==> src/rtl/pwm_pkg.sv <==
// Shared types for the PWM bank: alignment mode and counter direction.
package pwm_pkg;

  typedef enum logic {
    PWM_EDGE   = 1'b0,
    PWM_CENTER = 1'b1
  } pwm_mode_t;

  typedef enum logic {
    DIR_UP   = 1'b0,
    DIR_DOWN = 1'b1
  } pwm_dir_t;

endpackage

==> src/rtl/pwm_bank_if.sv <==
// Control/status bundle between the register block (master) and the PWM bank (slave).
interface pwm_bank_if #(
  parameter int N        = 8,
  parameter int CHANNELS = 4
);
  logic                  step;
  logic                  restart;
  logic                  mode;
  logic [CHANNELS-1:0]   ena;
  logic [CHANNELS*N-1:0] duty;
  logic [CHANNELS-1:0]   out;
  logic                  period_start;
  logic [N-1:0]          count;

  modport master (
    output step, restart, mode, ena, duty,
    input  out, period_start, count
  );

  modport slave (
    input  step, restart, mode, ena, duty,
    output out, period_start, count
  );
endinterface

==> src/rtl/pwm_timebase.sv <==
// Shared PWM counter: edge/center sequencing, period boundary detection and
// the shadow-load strobe that the per-channel registers follow.
module pwm_timebase
  import pwm_pkg::*;
#(
  parameter int N = 8
) (
  input  logic         clk,
  input  logic         rst,
  input  logic         step,
  input  logic         restart,
  input  logic         mode,
  output logic [N-1:0] cnt,
  output logic         load,
  output logic         period_start
);

  localparam logic [N-1:0] CNT_TOP = {{(N-1){1'b1}}, 1'b0};

  pwm_dir_t     dir;
  pwm_dir_t     dir_nxt;
  pwm_mode_t    mode_sh;
  logic         loaded;
  logic         boundary;
  logic [N-1:0] cnt_nxt;

  always_comb begin
    boundary = (mode_sh == PWM_EDGE) ? (cnt == CNT_TOP)
                                     : (dir == DIR_DOWN && cnt == '0);
    load     = step && !restart && (boundary || !loaded);
  end

  // Both boundary kinds already leave cnt=0/dir=up, so a mode switch at a
  // boundary needs no extra path to start the new period cleanly.
  always_comb begin
    cnt_nxt = cnt;
    dir_nxt = dir;
    if (mode_sh == PWM_EDGE) begin
      dir_nxt = DIR_UP;
      cnt_nxt = (cnt == CNT_TOP) ? '0 : cnt + 1'b1;
    end else if (dir == DIR_UP) begin
      if (cnt == CNT_TOP) dir_nxt = DIR_DOWN;
      else                cnt_nxt = cnt + 1'b1;
    end else begin
      if (cnt == '0) dir_nxt = DIR_UP;
      else           cnt_nxt = cnt - 1'b1;
    end
  end

  always_ff @(posedge clk or negedge rst) begin
    if (!rst) begin
      cnt          <= '0;
      dir          <= DIR_UP;
      mode_sh      <= PWM_EDGE;
      loaded       <= 1'b0;
      period_start <= 1'b0;
    end else begin
      period_start <= load;
      if (restart) begin
        cnt    <= '0;
        dir    <= DIR_UP;
        loaded <= 1'b0;
      end else if (step) begin
        cnt <= cnt_nxt;
        dir <= dir_nxt;
        if (load) begin
          mode_sh <= pwm_mode_t'(mode);
          loaded  <= 1'b1;
        end
      end
    end
  end

endmodule

==> src/rtl/pwm_bank.sv <==
// Multi-channel PWM: one shared timebase, per-channel double-buffered duty
// and a registered compare gated by the channel enable.
module pwm_bank
  import pwm_pkg::*;
#(
  parameter int N        = 8,
  parameter int CHANNELS = 4
) (
  input  logic     clk,
  input  logic     rst,
  pwm_bank_if.slave bus
);

  logic [N-1:0] cnt;
  logic         load;

  pwm_timebase #(.N(N)) u_timebase (
    .clk          (clk),
    .rst          (rst),
    .step         (bus.step),
    .restart      (bus.restart),
    .mode         (bus.mode),
    .cnt          (cnt),
    .load         (load),
    .period_start (bus.period_start)
  );

  assign bus.count = cnt;

  for (genvar i = 0; i < CHANNELS; i++) begin : g_ch
    logic [N-1:0] duty_sh;
    logic         cmp_q;

    // Compare uses the pre-update count and shadow, giving one step of lag.
    always_ff @(posedge clk or negedge rst) begin
      if (!rst) begin
        duty_sh <= '0;
        cmp_q   <= 1'b0;
      end else if (bus.restart) begin
        cmp_q <= 1'b0;
      end else if (bus.step) begin
        cmp_q <= (cnt < duty_sh);
        if (load) duty_sh <= bus.duty[i*N +: N];
      end
    end

    assign bus.out[i] = bus.ena[i] & cmp_q;
  end

endmodule
==> src/flat_wrapper.sv <==
// flat-port wrapper written by rule: the top's interface ports become plain ports
module pwm_bank_flat import pwm_pkg::*;
#(
  parameter int N        = 8,
  parameter int CHANNELS = 4
)
  (clk, rst, bus_step, bus_restart, bus_mode, bus_ena, bus_duty, bus_out, bus_period_start, bus_count);
  pwm_bank_if #(.N(N), .CHANNELS(CHANNELS)) bus_i ();
  input  logic clk;
  input  logic rst;
  input wire logic [$bits(bus_i.step)-1:0] bus_step;
  input wire logic [$bits(bus_i.restart)-1:0] bus_restart;
  input wire logic [$bits(bus_i.mode)-1:0] bus_mode;
  input wire logic [$bits(bus_i.ena)-1:0] bus_ena;
  input wire logic [$bits(bus_i.duty)-1:0] bus_duty;
  output wire logic [$bits(bus_i.out)-1:0] bus_out;
  output wire logic [$bits(bus_i.period_start)-1:0] bus_period_start;
  output wire logic [$bits(bus_i.count)-1:0] bus_count;
  assign bus_i.step = bus_step;
  assign bus_i.restart = bus_restart;
  assign bus_i.mode = bus_mode;
  assign bus_i.ena = bus_ena;
  assign bus_i.duty = bus_duty;
  assign bus_out = bus_i.out;
  assign bus_period_start = bus_i.period_start;
  assign bus_count = bus_i.count;
  pwm_bank #(.N(N), .CHANNELS(CHANNELS)) u_core (.clk(clk), .rst(rst), .bus(bus_i));
endmodule
==> config.mk <==
export PLATFORM = sky130hd
export DESIGN_NAME = pwm_bank_flat
export DESIGN_NICKNAME = d
export VERILOG_FILES = /design/src/rtl/pwm_pkg.sv /design/src/rtl/pwm_bank_if.sv /design/src/rtl/pwm_timebase.sv /design/src/rtl/pwm_bank.sv /design/src/flat_wrapper.sv
export SDC_FILE = /design/constraint.sdc
export NUM_CORES = 1
export LEC_CHECK = 0
export BUFFER_PORTS_ARGS = -buffer_cell sky130_fd_sc_hd__buf_2
export CORE_MARGIN = 4
export CORE_UTILIZATION = 41
export DETAILED_ROUTE_END_ITERATION = 6
export GPL_TIMING_DRIVEN = 0
export PLACE_DENSITY = 0.71
export SYNTH_ARGS = -nofsm -noshare
export SYNTH_HDL_FRONTEND = slang
export SYNTH_SLANG_ARGS = --single-unit
==> constraint.sdc <==
create_clock -name clk -period 3.8 [get_ports clk]
set_input_delay 0.76 -clock clk [delete_from_list [all_inputs] [get_ports clk]]
set_output_delay 0.76 -clock clk [all_outputs]
set_load 0.05 [all_outputs]
## After elaboration in Yosys (flattened, before gate mapping)

Cells that the tools add are included.
W data, S select, Z words.

- Output and inout bits: 13
- Flip-flop bits (word level): 48
- Logic and storage cells: 64
- Input bits: 41

- Reduce and logical (&&, ||, !) cells: 12
- Multiplexer cells: 25
- $add $sub $neg: 2
- Equal/unequal tests: 3
- Magnitude comparators: 4
- Bitwise gates (word level): 5

Operator list:

| operator | number |
|---|---|
| $mux W8 | 7 |
| $lt A8 B8 Y1 | 4 |
| $mux W1 | 18 |
| $add A8 B1 Y8 const B | 1 |
| $eq A8 B8 Y1 const B | 1 |
| $logic_not A8 Y1 | 1 |
| $ne A4 B4 Y1 const B | 2 |
| $sub A8 B1 Y8 const B | 1 |
| $reduce_and A3 Y1 | 2 |
| $and A1 B1 Y1 | 4 |
| $reduce_bool A2 Y1 | 2 |
| $logic_and A1 B1 Y1 | 3 |
| $logic_not A1 Y1 | 2 |
| $reduce_and A2 Y1 | 1 |
| $logic_or A1 B1 Y1 | 1 |
| $not A1 Y1 | 1 |

## Depth between registers and ports, before layout

Gate-level depths: netlist of run 1.

- Depth after elaboration: 8
- Depth in mapped cells: 9

## Hierarchy

A second synthesis of run 1 with hierarchy kept.

- Cells, all modules: 282
- Area total of the unflattened synthesis: 3079.2 sq um

Modules (own cells, without submodules):

| module | sequential area each (sq um) | cells an instance | instances | area an instance (sq um) |
|---|---|---|---|---|
| pwm_bank | 900.9 | 182 | 1 | 2208.4 |
| pwm_timebase | 300.3 | 100 | 1 | 870.8 |

## Least setup slack after synthesis of run 1

OpenSTA, ideal clock, no wires.

- Path type: register to register
- Start point: register u_core.u_timebase.cnt[0]
- End point: register u_core.g_ch[0].duty_sh[2]
- Data required time: 3673 ps
- Period minus slack after synthesis: 2357 ps
- Arrival time: 2230 ps
- Setup slack: 1443 ps
- Cell stages (with the launch flop): 10
- Path buffers: 2
- Cell sequence: dfrtp_1 > inv_1 > ha_1 > nor3b_2 > nand2_1 > o21ai_1 > o21a_1 > buf_4 > buf_6 > mux2_1

- Longest elaborated chain between the ends: 6

RTL lines:

| item | line | source |
|---|---|---|
| from (decl) | pwm_timebase.sv:13 | `output logic [N-1:0] cnt,` |
| from (signal assigned) | pwm_timebase.sv:64 | `cnt <= cnt_nxt;` |
| $logic_not A8 Y1 | pwm_timebase.sv:29 | `: (dir == DIR_DOWN && cnt == '0);` |
| $logic_and A1 B1 Y1 | pwm_timebase.sv:29 |  |
| $mux W1 (*) | pwm_timebase.sv:28 | `boundary = (mode_sh == PWM_EDGE) ? (cnt == CNT_TOP)` |
| $logic_or A1 B1 Y1 (*) | pwm_timebase.sv:30 | `load = step && !restart && (boundary \|\| !loaded);` |
| $logic_and A1 B1 Y1 (*) | pwm_timebase.sv:30 |  |
| $reduce_and A3 Y1 (no source line) (*) | -- |  |
| to (signal assigned) | pwm_bank.sv:43 | `if (load) duty_sh <= bus.duty[i*N +: N];` |
| to (decl) | pwm_bank.sv:31 | `logic [N-1:0] duty_sh;` |

Every way passes the cells marked *; elsewhere a longest branch is shown, timed or not.
A chain may end at the register's enable or synchronous reset.

## Worst setup path in the final report of run 1

- Start point: register u_core.u_timebase.cnt[0]
- End point: register u_core.g_ch[2].duty_sh[5]

- Longest elaborated chain between the ends: 6

RTL lines:

| item | line |
|---|---|
| $logic_not A8 Y1 | pwm_timebase.sv:29 |
| $logic_and A1 B1 Y1 | pwm_timebase.sv:29 |
| $mux W1 (*) | pwm_timebase.sv:28 |
| $logic_or A1 B1 Y1 (*) | pwm_timebase.sv:30 |
| $logic_and A1 B1 Y1 (*) | pwm_timebase.sv:30 |
| $reduce_and A3 Y1 (no source line) (*) | -- |
| to (signal assigned) | pwm_bank.sv:43 |
| to (decl) | pwm_bank.sv:31 |

Marked as above.

==> results of run 1 <==
## flip-flops by register name, summed over array words and instances, names as in the netlist
name	count
u_core.u_timebase.mode_sh	1
u_core.g_ch.duty_sh	32
u_core.u_timebase.period_start	1
u_core.g_ch.cmp_q	4
u_core.u_timebase.dir	1
u_core.u_timebase.cnt	8
u_core.u_timebase.loaded	1
## per-layer routing
layer	up-vias	part of all wire [%]	global-route usage, %
met5	-	0	0
li1	1085	-	-
met4	0	1.3	5.07
met3	9	5.0	3.33
met2	52	47	24.8
met1	1033	46	20.7
## worst min-delay path by stage
stage / startpoint / to / slack [ps] / depth (start not counted)
3_5_place_dp: u_core.g_ch[3].duty_sh[0] / u_core.g_ch[3].duty_sh[0] / 470 / 1
3_3_place_gp: u_core.g_ch[1].duty_sh[0] / u_core.g_ch[1].duty_sh[0] / 460 / 1
6_report: u_core.g_ch[3].duty_sh[0] / u_core.g_ch[3].duty_sh[0] / 490 / 1
5_1_grt: u_core.g_ch[1].duty_sh[2] / u_core.g_ch[1].duty_sh[2] / 510 / 1
4_1_cts: u_core.g_ch[3].duty_sh[0] / u_core.g_ch[3].duty_sh[0] / 490 / 1
2_1_floorplan: u_core.g_ch[1].duty_sh[0] / u_core.g_ch[1].duty_sh[0] / 450 / 1
## logic make-up after synthesis
group / Yosys count / synth area share [%]
simple gates: 54 / 10.4
xor+xnor: 2 / 0.598
fa+ha+maj: 32 / 13.7
flops: 48 / 41.0
compound gates: 57 / 13.4
mux: 37 / 14.0
buf+inv: 46 / 6.91
## synthesized netlist by cell type, drive strengths merged, types with 2 or more instances
library cell | number | area share (%)
dfrtp | 48 | 41
inv | 38 | 4.9
ha | 32 | 14
mux2 | 32 | 12
o21ai | 18 | 3.2
a21oi | 13 | 2.2
nor2 | 13 | 1.7
nand2 | 9 | 1.2
buf | 8 | 2.0
nor3 | 8 | 1.7
a21boi | 5 | 1.3
mux2i | 5 | 1.7
o22ai | 5 | 1.1
a22o | 4 | 1.3
and2 | 4 | 0.85
nor2b | 4 | 0.85
o2111ai | 4 | 1.2
a221oi | 2 | 1.2
nand2b | 2 | 0.43
nand3 | 2 | 0.34
nand4 | 2 | 0.43
nor3b | 2 | 0.68
or2 | 2 | 0.43
or3b | 2 | 0.60
xnor2 | 2 | 0.60
## report_power, final
part / leakage, nW / switching (mW) / total (mW) / internal (mW)
clock: 0.0501 / 0.172 / 0.361 / 0.189
sequential: 0.589 / 0.0396 / 0.625 / 0.585
combinational: 1.09 / 0.142 / 0.266 / 0.124
## per-stage QoR
stage	utilization, %	instances	area, sq um
finish	49.7	430	3410
global route	49.7	430	3410
CTS	49.7	430	3410
detailed placement	48.2	424	3310
global placement	48.2	424	3310
floorplan	-	276	2930
## critical path, cell delays in order, from the launching register on
cell and delay (ps):
dfrtp_1 440, inv_1 300, ha_1 210, nor3b_2 300
nand2_1 120, o21ai_1 200, o21a_1 130, buf_4 180
buf_6 180, mux2_1 330
## area by class of cell
cell class | instances | area [sq um] | area share (%)
Sequential cell | 48 | 1200 | 35.2
Multi-Input combinational cell | 182 | 1530 | 44.8
Buffer | 8 | 60.1 | 1.76
Clock inverter | 1 | 30.0 | 0.880
Inverter | 38 | 143 | 4.18
Timing Repair Buffer | 52 | 260 | 7.63
Tap cell | 96 | 120 | 3.52
Clock buffer | 5 | 68.8 | 2.02
==> PnR_summary.wiki, run 1 <==
{| class="wikitable"
! Metric !! Value
|-
| Setup Total Neg Slack || 0 ps
|-
| Number of antenna violations at the first check in global routing || 0
|-
| Routed WL per cell || 14.5 microns
|-
| Slew @ Worst Pin || 1080 ps
|-
| Setup slack of the most critical reg-to-reg path || 1280 ps
|-
| Post-CTS setup repair buffer count || 0
|-
| Pre-CTS setup slack || 1290 ps
|-
| Power density over cell area || 367 nW/um^2
|-
| Clock latency on the worst-skew pair || 310 ps
|-
| Number of flops mapped to enable cells by yosys || 0
|-
| Worst r2r dst || u_core.g_ch[2].duty_sh[5]
|-
| Post-CTS resize count || 0
|-
| Final worst clock skew || 5.90 ps
|-
| Maximum level of the CTS H-tree || 2
|-
| Vias in the first global route || 2185
|-
| Smallest setup slack after layout || 1280 ps
|-
| Detailed-route vias per instance || 5.07
|-
| Crit end category || flip-flop
|-
| Starting density of the core || 42.7%
|-
| Yosys warns || 0
|-
| Mean instance size in the synthesized netlist || 10.6 sq um
|-
| Global-route wire length before repair || 10500 microns
|-
| Core area || 6870 sq um
|-
| Commonest non-fill, non-tap cells in the layout || 55 x buf_2, 48 x dfrtp_1, 38 x inv_1
|-
| Syn nets || 349
|-
| Worst slack on hold paths || 487 ps
|-
| Area delta synth->final || 16.3%
|-
| Final worst-path cycle share || 66.3%
|-
| Max-cap violation count || 0
|-
| Total grt overflow || 0
|-
| Achievable frequency || 397 MHz
|-
| Required time worst endpoint || 3990 ps
|-
| RSZ-0062 raised after global routing || false
|-
| Count of fill cells added during filler insertion || 644
|-
| Number of sinks driven by the clock tree || 48
|-
| Worst flop-to-flop path startpoint || u_core.u_timebase.cnt[0]
|-
| Type of the tightest min-delay check || flip-flop to flip-flop
|-
| Post-synth top flop || dfrtp_1
|-
| Post-Syn Area || 2930 sq um
|-
| Signal arrival time at the worst endpoint || 2710 ps
|-
| Clock buffer depth || 2
|-
| Worst r2r path cells || 9
|-
| Outcome || finished, final reports clean
|-
| Final hold viol count || 0
|-
| Number of detailed-route iterations in the first pass || 4
|-
| Clock transition at the registers of the reported paths || 90 ps
|-
| Via count || 2179
|-
| Clock tree root buffer cell || clkbuf_8
|-
| Inserted Clock Buffers || 5
|-
| Cell count after synthesis || 276
|-
| Setup crit start kind || flip-flop
|-
| Final setup violation count || 0
|-
| DIE HEIGHT || 92.6 microns
|-
| Capture point of the critical path || u_core.g_ch[2].duty_sh[5]
|-
| Overall power after layout || 1.25 mW
|-
| Drc violations || 0
|-
| VDD IR max || 0.000179 V
|-
| Most common cell after layout, fill and taps aside || buf_2
|-
| Global Route Usage Sum || 15.5%
|-
| Number of max-slew violations in the final report || 0
|-
| Fraction of layout instances using a drive strength above 1 || 23.7%
|-
| Antenna viol nets, final || 0
|-
| Crit path from || u_core.u_timebase.cnt[0]
|-
| CTS tree || yes
|-
| Die footprint || 8570 sq um
|-
| Highest net fanout along the worst path || 10
|-
| Diode insertion count for antenna repair || 0
|-
| Count of port buffers added during placement || 52
|-
| Number of nets in the layout || 408
|-
| Leakage power || 1.72 nW
|-
| Number of placement rows || 30
|-
| Async set-or-reset flop fraction in the synthesized netlist || 100%
|-
| Routability cong. || 0.868
|-
| Number of distinct library cells after synthesis || 46
|-
| Routed WL || 6230 microns
|-
| Yosys reg bits || 48
|-
| Largest net degree at the start of global routing || 49
|-
| Min cycle time layout || 2520 ps
|-
| Die Wd || 92.6 microns
|-
| Num ports || 54
|-
| Headroom to the max-slew limit || 28.2%
|-
| Violation count after the first detailed-routing iteration || 67
|-
| Start-to-end type of the worst setup path || flip-flop to flip-flop
|-
| Placed wire-length estimate || 4510 microns
|-
| Hold_buf cts || 0
|-
| Sequential cell area fraction in the yosys report || 41.0%
|}
Note: power is estimated with default switching activity, not from simulation.
==> run 2: changes to the inputs <==
Settings changed: PLACE_DENSITY 0.71 to 0.73.
Clock period 3.8 ns to 2.1 ns, I/O delays scaled along.
==> PnR_summary.wiki, run 2 (synthesis gave the netlist of run 1 again) <==
{| class="wikitable"
! Metric !! Value
|-
| Count of fill cells added during filler insertion || 635 (was 644)
|-
| Start-to-end type of the worst setup path || flip-flop to flip-flop (unchanged)
|-
| Number of detailed-route iterations in the first pass || 4 (unchanged)
|-
| Diode insertion count for antenna repair || 0 (unchanged)
|-
| Inserted Clock Buffers || 5 (unchanged)
|-
| Headroom to the max-slew limit || 27.6% (was 28.2%)
|-
| Area occupied by multi-input gates || 1560 sq um (was 1530 sq um)
|-
| Clock tree root buffer cell || clkbuf_8 (unchanged)
|-
| Delay of the slowest critical-path stage || 500 ps (was 440 ps)
|-
| Required time worst endpoint || 2330 ps (was 3990 ps)
|-
| Power spent charging and discharging nets || 0.669 mW (was 0.354 mW)
|-
| Largest registers || u_core.g_ch.duty_sh x32, u_core.u_timebase.cnt x8, u_core.g_ch.cmp_q x4 (unchanged)
|-
| Leakage power || 1.85 nW (was 1.72 nW)
|-
| Int Power || 1.71 mW (was 0.898 mW)
|-
| Worst r2r dst || u_core.u_timebase.cnt[5] (was u_core.g_ch[2].duty_sh[5])
|-
| Worst r2r path cells || 7 (was 9)
|-
| Clock transition at the registers of the reported paths || 100 ps (was 90 ps)
|-
| Vias in the first global route || 2370 (was 2185)
|-
| Worst-path cell with the longest stage delay || dfrtp_4 (was dfrtp_1)
|-
| Count of port buffers added during placement || 52 (unchanged)
|-
| Routability cong. || 0.882 (was 0.868)
|-
| Maximum level of the CTS H-tree || 2 (unchanged)
|-
| Part of the power in registers || 47.6% (was 49.9%)
|-
| Number of antenna violations at the first check in global routing || 0 (unchanged)
|-
| Global Route Usage Sum || 16.3% (was 15.5%)
|-
| Global-route wire length before repair || 11200 microns (was 10500 microns)
|-
| Placed wire-length estimate || 4650 microns (was 4510 microns)
|-
| Type of the tightest min-delay check || input port to asynchronous set/reset pin (was flip-flop to flip-flop)
|-
| Core area || 6870 sq um (unchanged)
|-
| Flip-flop count of the largest register, all copies and words added || 32 (unchanged)
|-
| Final setup violation count || 0 (unchanged)
|-
| Total grt overflow || 0 (unchanged)
|-
| Switching share of power || 28.2% (about the same)
|-
| Routed WL per cell || 14.6 microns (was 14.5 microns)
|-
| Largest net degree at the start of global routing || 49 (unchanged)
|-
| Commonest non-fill, non-tap cells in the layout || 55 x buf_2, 40 x dfrtp_1, 36 x inv_1 (was 55 x buf_2, 48 x dfrtp_1, 38 x inv_1)
|-
| Utilization after layout || 53.1% (was 49.7%)
|-
| Via count || 2315 (was 2179)
|-
| Number of max-slew violations in the final report || 0 (unchanged)
|-
| Number of placement rows || 30 (unchanged)
|-
| Die footprint || 8570 sq um (unchanged)
|-
| Final worst-path cycle share || 96.8% (was 66.3%)
|-
| Count of buffering cells on the critical path with inverters included || 1 (was 3)
|-
| RSZ-0062 raised after global routing || true (was false)
|-
| Achievable frequency || 492 MHz (was 397 MHz)
|-
| Routed WL || 6620 microns (was 6230 microns)
|-
| Crit end category || flip-flop (unchanged)
|-
| Final standard cell area without fillers || 3650 sq um (was 3410 sq um)
|-
| VDD IR max || 0.000450 V (was 0.000179 V)
|-
| Setup crit start kind || flip-flop (unchanged)
|-
| DIE HEIGHT || 92.6 microns (unchanged)
|-
| Setup Total Neg Slack || 0 ps (unchanged)
|-
| Register area || 1210 sq um (was 1200 sq um)
|-
| Starting density of the core || 42.7% (unchanged)
|-
| Area delta synth->final || 24.5% (was 16.3%)
|-
| Violation count after the first detailed-routing iteration || 105 (was 67)
|-
| Antenna viol nets, final || 0 (unchanged)
|-
| Min cycle time layout || 2030 ps (was 2520 ps)
|-
| Detailed-route vias per instance || 5.12 (was 5.07)
|-
| Slew @ Worst Pin || 1090 ps (was 1080 ps)
|-
| Die Wd || 92.6 microns (unchanged)
|-
| Register with the highest flop count || u_core.g_ch.duty_sh (unchanged)
|-
| Clock buffer depth || 2 (unchanged)
|-
| Number of nets in the layout || 428 (was 408)
|-
| Signal arrival time at the worst endpoint || 2260 ps (was 2710 ps)
|-
| Hold_buf cts || 0 (unchanged)
|-
| Highest net fanout along the worst path || 8 (was 10)
|-
| Most common cell after layout, fill and taps aside || buf_2 (unchanged)
|-
| CTS tree || yes (unchanged)
|-
| Number of sinks driven by the clock tree || 48 (unchanged)
|-
| Clock power frac || 30.1% (was 28.8%)
|-
| Cells along the critical path || buf_4, ha_1, nand3_1, nor2_1, a221oi_4, or3b_1, o21ai_1 (was inv_1, ha_1, nor3b_2, nand2_1, o21ai_1, o21a_1, buf_4, buf_6, mux2_1)
|-
| Max-cap violation count || 0 (unchanged)
|-
| Setup slack of the most critical reg-to-reg path || 70 ps (was 1280 ps)
|-
| Drc violations || 0 (unchanged)
|-
| Outcome || finished, final reports clean (unchanged)
|-
| Num ports || 54 (unchanged)
|-
| Largest delay share family, worst path || simple AND/OR/NAND/NOR gates (was buffers and inverters)
|-
| Fraction of layout instances using a drive strength above 1 || 32.9% (was 23.7%)
|-
| Share of total power in combinational logic || 22.2% (was 21.3%)
|-
| Power density over cell area || 651 nW/um^2 (was 367 nW/um^2)
|-
| Clock latency on the worst-skew pair || 310 ps (about the same)
|-
| Dpl cell area || 3330 sq um (was 3310 sq um)
|-
| Worst slack on hold paths || 291 ps (was 487 ps)
|-
| Final worst clock skew || 13.7 ps (was 5.90 ps)
|-
| Worst flop-to-flop path startpoint || u_core.u_timebase.cnt[1] (was u_core.u_timebase.cnt[0])
|-
| Final hold viol count || 0 (unchanged)
|}
[run 2: cell count changes in the layout (fill, tap and decap cells not counted), sizes merged]
cell | before | now
buf | 60 | 80
clkbuf | 5 | 6
clkinv | 0 | 2
inv | 38 | 37
[run 2: per-layer routing]
metal,wire (microns),part of all wire (%),GRT usage [%],vias up
met5,0,0,0,-
met4,112,1.7,4.95,0
met3,333,5.0,3.57,10
met2,3350,51,28.2,69
met1,2830,43,20.3,1111
li1,-,-,-,1125
[run 2: how the worst max path moves through the flow]
stage                             startpoint                         to  depth (start not counted)
floorplan           u_core.u_timebase.cnt[1]  u_core.g_ch[0].duty_sh[2]                          9
global placement    u_core.u_timebase.cnt[1]  u_core.g_ch[3].duty_sh[5]                          9
detailed placement  u_core.u_timebase.cnt[1]  u_core.g_ch[3].duty_sh[1]                          9
CTS                 u_core.u_timebase.cnt[0]  u_core.g_ch[3].duty_sh[1]                          9
global route        u_core.u_timebase.cnt[1]   u_core.u_timebase.cnt[7]                          7
finish              u_core.u_timebase.cnt[1]   u_core.u_timebase.cnt[5]                          7
[run 2: area by class of cell]
| cell class | count | area share, % |
|---|---|---|
| flip-flops and latches | 48 | 33.3 |
| clock buffers | 6 | 2.26 |
| repair buffers | 72 | 11.2 |
| multi-input cells | 182 | 42.7 |
| clock inverters | 2 | 1.06 |
| inverters | 38 | 4.11 |
| plain buffers | 8 | 2.09 |
| well taps | 96 | 3.29 |
[run 2: through the flow]
stage	setup WS, ps	std cells	power (mW)
floorplan	-2.21	276	1.49
global placement	-144	424	1.62
detailed placement	-194	424	1.65
CTS	0.160	439	2.38
global route	-22.1	452	2.54
finish	67.1	452	2.37
[run 2: timing repair]
| item | 4_1_cts | 5_1_grt |
|---|---|---|
| gates resized for setup | 3 | 11 |
| pin swaps | 0 | 1 |
| endpoints found under the setup margin | 32 | 30 |
| buffers inserted | 7 | 13 |
| endpoints found under the hold margin | 0 | 0 |
[run 2: power by group through the flow]
stage	clock network, mW	registers [mW]	logic, mW
finish	0.715	1.13	0.528
global route	0.787	1.15	0.607
CTS	0.736	1.13	0.513
detailed placement	0	1.16	0.489
global placement	0	1.15	0.468
floorplan	0	1.14	0.344
